<file path="config.mk">
export PLATFORM = sky130hd
export DESIGN_NAME = ins_loader
export DESIGN_NICKNAME = d
export VERILOG_FILES = /design/src/rtl/ins_loader.sv
export SDC_FILE = /design/constraint.sdc
export NUM_CORES = 1
export LEC_CHECK = 0
export CORE_MARGIN = 3
export CORE_UTILIZATION = 54
export CTS_CLUSTER_DIAMETER = 30
export DETAILED_ROUTE_END_ITERATION = 7
export GPL_TIMING_DRIVEN = 0
export PLACE_DENSITY = 0.84
export SKIP_LAST_GASP = 1
export SLEW_MARGIN = 15
export SYNTH_ARGS = -nofsm -noshare
export SYNTH_HDL_FRONTEND = slang
export SYNTH_SLANG_ARGS = --single-unit
export TNS_END_PERCENT = 100
</file>
<file path="constraint.sdc">
create_clock -name clk -period 2.9 [get_ports clk]
set_clock_uncertainty 0.1 [all_clocks]
set_input_delay 0.29 -clock clk [delete_from_list [all_inputs] [get_ports clk]]
set_output_delay 0.29 -clock clk [all_outputs]
set_load 0.03 [all_outputs]
</file>
<file path="src/rtl/ins_loader.sv">
// Instruction-memory program loader: takes a byte stream (header, data, checksum) over
// valid/ready, writes 16-bit words from address 0 and keeps the CPU in reset while loading.
module ins_loader #(
  parameter int unsigned ADDR_W = 8
) (
  input  logic              clk,
  input  logic              reset,
  input  logic              start,
  input  logic              in_valid,
  input  logic [7:0]        in_data,
  output logic              in_ready,
  output logic              wr_en,
  output logic [ADDR_W-1:0] wr_addr,
  output logic [15:0]       wr_data,
  output logic              cpu_hold,
  output logic              busy,
  output logic              done,
  output logic              err,
  output logic [ADDR_W:0]   words_loaded
);

  typedef enum logic [2:0] {StIdle, StHdr, StHi, StLo, StWr, StChk} state_e;

  state_e            state_q, state_d;
  logic [ADDR_W-1:0] ptr_q, ptr_d;
  logic [ADDR_W:0]   count_q, count_d;
  logic [ADDR_W:0]   wl_q, wl_d;
  logic [7:0]        hi_q, hi_d;
  logic [7:0]        csum_q, csum_d;
  logic [ADDR_W-1:0] wr_addr_q, wr_addr_d;
  logic [15:0]       wr_data_q, wr_data_d;
  logic              hold_q, hold_d;
  logic              done_q, done_d;
  logic              err_q, err_d;
  logic              in_ready_q, in_ready_d;
  logic              wr_en_q, wr_en_d;
  logic              busy_q, busy_d;
  logic              accept;

  assign accept = in_valid & in_ready_q;

  always_comb begin
    state_d   = state_q;
    ptr_d     = ptr_q;
    count_d   = count_q;
    wl_d      = wl_q;
    hi_d      = hi_q;
    csum_d    = csum_q;
    wr_addr_d = wr_addr_q;
    wr_data_d = wr_data_q;
    hold_d    = hold_q;
    done_d    = done_q;
    err_d     = err_q;
    unique case (state_q)
      StIdle: begin
        if (start) begin
          state_d = StHdr;
          hold_d  = 1'b1;
          done_d  = 1'b0;
          err_d   = 1'b0;
          wl_d    = '0;
          ptr_d   = '0;
          csum_d  = '0;
        end
      end
      StHdr: begin
        if (accept) begin
          // A zero header means a full memory image.
          count_d = (in_data == 8'd0) ? {1'b1, {ADDR_W{1'b0}}} : (ADDR_W + 1)'(in_data);
          csum_d  = csum_q ^ in_data;
          state_d = StHi;
        end
      end
      StHi: begin
        if (accept) begin
          hi_d    = in_data;
          csum_d  = csum_q ^ in_data;
          state_d = StLo;
        end
      end
      StLo: begin
        if (accept) begin
          wr_data_d = {hi_q, in_data};
          wr_addr_d = ptr_q;
          csum_d    = csum_q ^ in_data;
          state_d   = StWr;
        end
      end
      StWr: begin
        ptr_d   = ptr_q + 1'b1;
        wl_d    = wl_q + 1'b1;
        state_d = (wl_d == count_q) ? StChk : StHi;
      end
      StChk: begin
        if (accept) begin
          state_d = StIdle;
          if (in_data == csum_q) begin
            done_d = 1'b1;
            hold_d = 1'b0;
          end else begin
            // Keep the CPU held so a corrupt image never executes.
            err_d = 1'b1;
          end
        end
      end
      default: state_d = StIdle;
    endcase
    in_ready_d = (state_d == StHdr) || (state_d == StHi) || (state_d == StLo) ||
                 (state_d == StChk);
    wr_en_d    = (state_d == StWr);
    busy_d     = (state_d != StIdle);
  end

  always_ff @(posedge clk or posedge reset) begin
    if (reset) begin
      state_q    <= StIdle;
      ptr_q      <= '0;
      count_q    <= '0;
      wl_q       <= '0;
      hi_q       <= '0;
      csum_q     <= '0;
      wr_addr_q  <= '0;
      wr_data_q  <= '0;
      hold_q     <= 1'b0;
      done_q     <= 1'b0;
      err_q      <= 1'b0;
      in_ready_q <= 1'b0;
      wr_en_q    <= 1'b0;
      busy_q     <= 1'b0;
    end else begin
      state_q    <= state_d;
      ptr_q      <= ptr_d;
      count_q    <= count_d;
      wl_q       <= wl_d;
      hi_q       <= hi_d;
      csum_q     <= csum_d;
      wr_addr_q  <= wr_addr_d;
      wr_data_q  <= wr_data_d;
      hold_q     <= hold_d;
      done_q     <= done_d;
      err_q      <= err_d;
      in_ready_q <= in_ready_d;
      wr_en_q    <= wr_en_d;
      busy_q     <= busy_d;
    end
  end

  assign in_ready     = in_ready_q;
  assign wr_en        = wr_en_q;
  assign wr_addr      = wr_addr_q;
  assign wr_data      = wr_data_q;
  assign cpu_hold     = hold_q;
  assign busy         = busy_q;
  assign done         = done_q;
  assign err          = err_q;
  assign words_loaded = wl_q;

endmodule

</file>
==> flow_summary_export.csv, run 1 <==
group,metric,value,unit
outcome,status,"finished clean",
global_routing,grt_pass1_wl,12880,µm
placement,hpwlAfterDp,5305,µm
finish,n_antenna_cell,0,
placement,dpl.cell_count,438,
placement,numPortBuffers,50,
worst_setup_path,start_kind,"register",
clocking,path_clk_slew,90,ps
finish,syn_to_final_growth,23.44,%
pwr,power-per-cell-area,1007,nW/µm²
die,die_x,88.10,µm
finish,stdcell_count,454,
finish,layout_common_cells,"dfrtp_1 (75), clkdlybuf4s50_1 (50), o21ai_0 (32), nand2_1 (22), mux2_2 (22)",
synth,synth-async-reset-ratio,100.0,%
clocking,clock-root-buffer,"clkbuf_8",
synth,seq_area_frac_synth,51.56,%
route,wl_per_cell,16.90,µm
route,drt_first_iter_violations,103,
pwr,p_leak,1.975,nW
route,vias,2622,
die,initial_core_util,56.35,%
synth,ys_seq_elements,75,
clocking,cts_sinks,75,
global_routing,grtUsageTotal,21.48,%
clocking,post_cts_resized,0,
route,via_per_inst,5.775,
worst_setup_path,worstPathRequired,3040,ps
synth,yosysUniqueCellTypes,54,
global_routing,grt_max_degree,64,
pwr,ir_drop,0.8529,mV
worst_setup_path,worstPathMaxFanout,8,
sta,slew_headroom,64.77,%
route,drtPass1Iterations,4,
die,ios,51,
die,row_count,29,
clocking,clock_path_buffers,2,
finish,drive_gt1_share,22.28,%
route,ant_nets,0,
finish,mostFrequentLayoutCell,"dfrtp_1",
worst_setup_path,crit_arrival,2320,ps
worst_setup_path,end_kind,"register",
synth,synth_edf_count,0,
clocking,tritoncts,"done",
sta,timing.fmax,0.4580,GHz
sta,period_share,75.29,%
sta,holdWs,103.3,ps
sta,slew_viol_final,0,
placement,place_area,4267,µm²
die,core,6459,µm²
worst_setup_path,critPathKind,"reg -> reg",
sta,setup_violations,0,
clocking,postCtsHoldBufs,0,
sta,finalHoldViolCount,0,
global_routing,grt_pass1_vias,2654,
synth,yosysWarnings,0,
sta,layout_min_cycle_time,2183,ps
synth,syn_nets,324,
die,die_h,88.10,µm
clocking,post-cts-setup-buffers,0,
flow_run,drv_cap,0,
die,dieArea,7762,µm²
clocking,cts_buffers,9,
placement,gp_congestion,0.8769,
clocking,clk_latency,350,ps
pwr,finalPower,4.526,mW
worst_hold_path,hold_path_class,"in -> async",
sta,worst_pin_slew,527.9,ps
global_routing,grt_antenna_before_repair,0,
sta,rsz0062_at_grt,"false",
finish,fin_nets,386,
route,drt_wl_total,7671,µm
synth,syn_area,3640,µm²
synth,netlist_instances,310,
synth,synth_ff_type,"dfrtp_1",
finish,fin_util,69.57,%
clocking,htreeDepth,3,
synth,syn-mean-instance-area,11.74,µm²
route,drc,0,
global_routing,overflow,0,
finish,final_area,4493,µm²
-- cell usage after synthesis (all sizes together), types with 4 or more instances --
| library cell | number | area share (%) |
|---|---|---|
| nor3b | 4 | 1.1 |
| mux2 | 40 | 14 |
| buf | 13 | 2.7 |
| xor2 | 7 | 1.7 |
| dfrtp | 75 | 52 |
| nand3 | 9 | 1.6 |
| nor2 | 21 | 2.3 |
| xnor2 | 9 | 2.2 |
| o21ai | 40 | 5.5 |
| nor4 | 4 | 1.1 |
| inv | 7 | 0.72 |
| a21oi | 5 | 0.69 |
| nand4 | 6 | 1.6 |
| nand2 | 22 | 2.3 |
-- per-stage QoR --
step / setup WS, ps / TNS [ps]
finish: 716.6 / 0
global route: 552.9 / 0
CTS: 727.8 / 0
detailed placement: 667.7 / 0
global placement: -565.5 / -42180
floorplan: 600.0 / 0
-- where the power goes --
| group | internal [mW] | leakage [nW] | switching (mW) |
|---|---|---|---|
| Sequential | 1.41 | 0.954 | 0.268 |
| Clock | 0.490 | 0.110 | 0.411 |
| Combinational | 0.952 | 0.911 | 0.994 |
-- cell families (layout without fill, tap and decap cells) --
group                    Yosys count  count (layout)  synth area share (%)
adder cells (fa/ha/maj)            2               2                0.6874
AND/OR/NAND/NOR                   87              87                 14.13
AO/OA/AOI/OAI                     67              67                 11.45
buffers and inverters             21              88                 3.541
XOR/XNOR                          16              16                 3.850
flip-flops                        75              75                 51.56
multiplexers                      42              42                 14.78
-- area by class of cell --
type / instances / area, µm²
Multi-Input combinational cell: 214 / 1634
Clock inverter: 7 / 102.6
Buffer: 14 / 102.6
Timing Repair Buffer: 51 / 528.0
Fill cell: 498 / 1966
Clock buffer: 9 / 123.9
Inverter: 7 / 28.78
Tap cell: 77 / 96.34
Sequential cell: 75 / 1877
-- worst paths after layout --
kind | to | from | slack [ps] | cells past startpoint
worst max register to register | state_q[1]$_DFF_PP0_ | words_loaded[0]$_DFFE_PP0P_ | 720 | 6
min in group clk | ptr_q[7]$_DFFE_PP0P_ | ptr_q[7]$_DFFE_PP0P_ | 390 | 1
worst max-delay path | state_q[1]$_DFF_PP0_ | words_loaded[0]$_DFFE_PP0P_ | 720 | 6
worst min register to register | ptr_q[7]$_DFFE_PP0P_ | ptr_q[7]$_DFFE_PP0P_ | 390 | 1
max in group asynchronous | words_loaded[4]$_DFFE_PP0P_ | reset | 2040 | 3
worst min-delay path | wr_data[0]$_DFFE_PP0P_ | reset | 100 | 2
-- metal layers --
metal	part of all wire [%]	GRT usage, %
met3	3.7	6.209
met5	0	0
met1	47	29.42
met4	1.4	6.456
met2	48	33.36
-- flip-flops by register name, indices dropped and copies added (netlist names) --
name and flops:
count_q 9, wr_data 16, ptr_q 8, busy 1, csum_q 8, state_q 3, hi_q 8, cpu_hold 1
wr_en 1, wr_addr 8, done 1, words_loaded 9, err 1, in_ready 1
-- critical path, cell delays in order (launching register included) --
cell	delay [ps]
dfrtp_1	500
ha_1	350
and3_1	250
a31oi_1	150
nor4_4	320
o2111ai_2	180
a21bo_1	220
No activity file was read; power rests on OpenSTA's default activity.
==> inputs of run 2 (changes only) <==
clock period = 2.3 ns   (was 2.9 ns; I/O delays follow)
==> flow_summary_export.csv, run 2 (synthesized netlist as in run 1, its figures left out) <==
group,metric,value,unit
sta,period_share,92.51,%
die,core,6459,µm²
worst_setup_path,start_kind,"register",
sta,worst_pin_slew,527.3,ps
finish,stdcell_count,454,
global_routing,grtUsageTotal,21.48,%
sta,rsz0062_at_grt,"false",
clocking,tritoncts,"done",
sta,slew_headroom,64.81,%
finish,n_antenna_cell,0,
route,drtPass1Iterations,4,
worst_hold_path,hold_path_class,"in -> async",
clocking,clock_path_buffers,2,
worst_setup_path,cpPeakStageDelay,510,ps
placement,gp_congestion,0.8769,
worst_setup_path,critPathTopFamily,"simple AND/OR/NAND/NOR gates",
die,die_h,88.10,µm
clocking,cts_buffers,9,
finish,layout_common_cells,"dfrtp_1 (75), clkdlybuf4s50_1 (50), o21ai_0 (32), nand2_1 (22), mux2_2 (22)",
worst_setup_path,critPathKind,"reg -> reg",
finish,n_fill_cell,497,
die,initial_core_util,56.35,%
placement,dpl.cell_count,438,
worst_setup_path,cpMaxStageDelayCell,"dfrtp_1",
clocking,htreeDepth,3,
pwr,finalPower,5.708,mW
global_routing,overflow,0,
placement,place_area,4267,µm²
clocking,clock-root-buffer,"clkbuf_8",
route,wl_per_cell,16.89,µm
sta,layout_min_cycle_time,2128,ps
worst_setup_path,worstPathRequired,2440,ps
worst_setup_path,end_kind,"register",
pwr,power-per-cell-area,1270,nW/µm²
finish,drive_gt1_share,22.55,%
die,ios,51,
sta,slew_viol_final,0,
finish,fin_nets,386,
finish,mostFrequentLayoutCell,"dfrtp_1",
die,dieArea,7762,µm²
pwr,ir_drop,1.075,mV
route,drt_wl_total,7668,µm
die,row_count,29,
sta,timing.fmax,0.4700,GHz
finish,largest_reg_flops,16,
route,vias,2623,
placement,hpwlAfterDp,5305,µm
route,drc,0,
pwr,p_leak,1.972,nW
outcome,status,"finished clean",
worst_setup_path,worstPathMaxFanout,8,
flow_run,drv_cap,0,
clocking,path_clk_slew,90,ps
finish,fin_util,69.60,%
global_routing,grt_antenna_before_repair,0,
placement,numPortBuffers,50,
sta,finalHoldViolCount,0,
route,ant_nets,0,
global_routing,grt_pass1_vias,2654,
die,die_x,88.10,µm
route,drt_first_iter_violations,104,
global_routing,grt_max_degree,64,
sta,setup-tns-final,0,ps
finish,final_area,4496,µm²
worst_setup_path,crit_chain,"ha_2, and3_1, a31oi_1, nor4_4, o2111ai_2, a21bo_1",
sta,setup_violations,0,
clocking,clk_latency,350,ps
global_routing,grt_pass1_wl,12880,µm
finish,syn_to_final_growth,23.51,%
clocking,cts_sinks,75,
worst_setup_path,cp_num_buf_inv,0,
worst_setup_path,crit_arrival,2260,ps
route,via_per_inst,5.778,
## run 2: through the flow
step | setup slack [ps] | hold WS, ps
floorplan | 60.03 | 266.0
global placement | -1106 | 367.8
detailed placement | 127.7 | 378.9
CTS | 127.8 | 36.57
global route | 32.59 | 40.83
finish | 172.2 | 43.84
## run 2: worst reg2reg max path: stages (launching register included)
cell       delay [ps]
dfrtp_1           510
ha_2              310
and3_1            230
a31oi_1           150
nor4_4            320
o2111ai_2         180
a21bo_1           220
## run 2: repair_timing
action,CTS,global route
setup buffers,0,0
gates resized for setup,0,1
hold buffers,0,0
setup endpoints to repair,0,1
## run 2: final timing paths
check | startpoint | endpoint | slack [ps] | cells past startpoint
setup / recovery | words_loaded[0]$_DFFE_PP0P_ | state_q[1]$_DFF_PP0_ | 170 | 6
max in group asynchronous | reset | words_loaded[4]$_DFFE_PP0P_ | 1500 | 3
setup reg to reg | words_loaded[0]$_DFFE_PP0P_ | state_q[1]$_DFF_PP0_ | 170 | 6
hold reg to reg | ptr_q[7]$_DFFE_PP0P_ | ptr_q[7]$_DFFE_PP0P_ | 390 | 1
hold / removal | reset | wr_data[0]$_DFFE_PP0P_ | 40 | 2
min in group clk | ptr_q[7]$_DFFE_PP0P_ | ptr_q[7]$_DFFE_PP0P_ | 390 | 1
## run 2: layer usage
| metal | part of all wire (%) | up-vias | global-route usage (%) |
|---|---|---|---|
| li1 | - | 1231 | - |
| met1 | 47 | 1322 | 29.42 |
| met2 | 48 | 58 | 33.36 |
| met3 | 3.7 | 12 | 6.209 |
| met4 | 1.4 | 0 | 6.456 |
| met5 | 0 | - | 0 |
## run 2: area by class of cell
cell class	count	area, µm²	area share, %
Inverter	7	28.78	0.6401
Multi-Input combinational cell	214	1637	36.40
Tap cell	77	96.34	2.143
Buffer	14	102.6	2.282
Clock inverter	7	102.6	2.282
Clock buffer	9	123.9	2.755
Sequential cell	75	1877	41.75
Timing Repair Buffer	51	528.0	11.75
## run 2: where the power goes
group / internal (mW) / leakage [nW] / switching, mW
clock network: 0.618 / 0.110 / 0.518
registers: 1.78 / 0.954 / 0.339
logic: 1.20 / 0.908 / 1.25
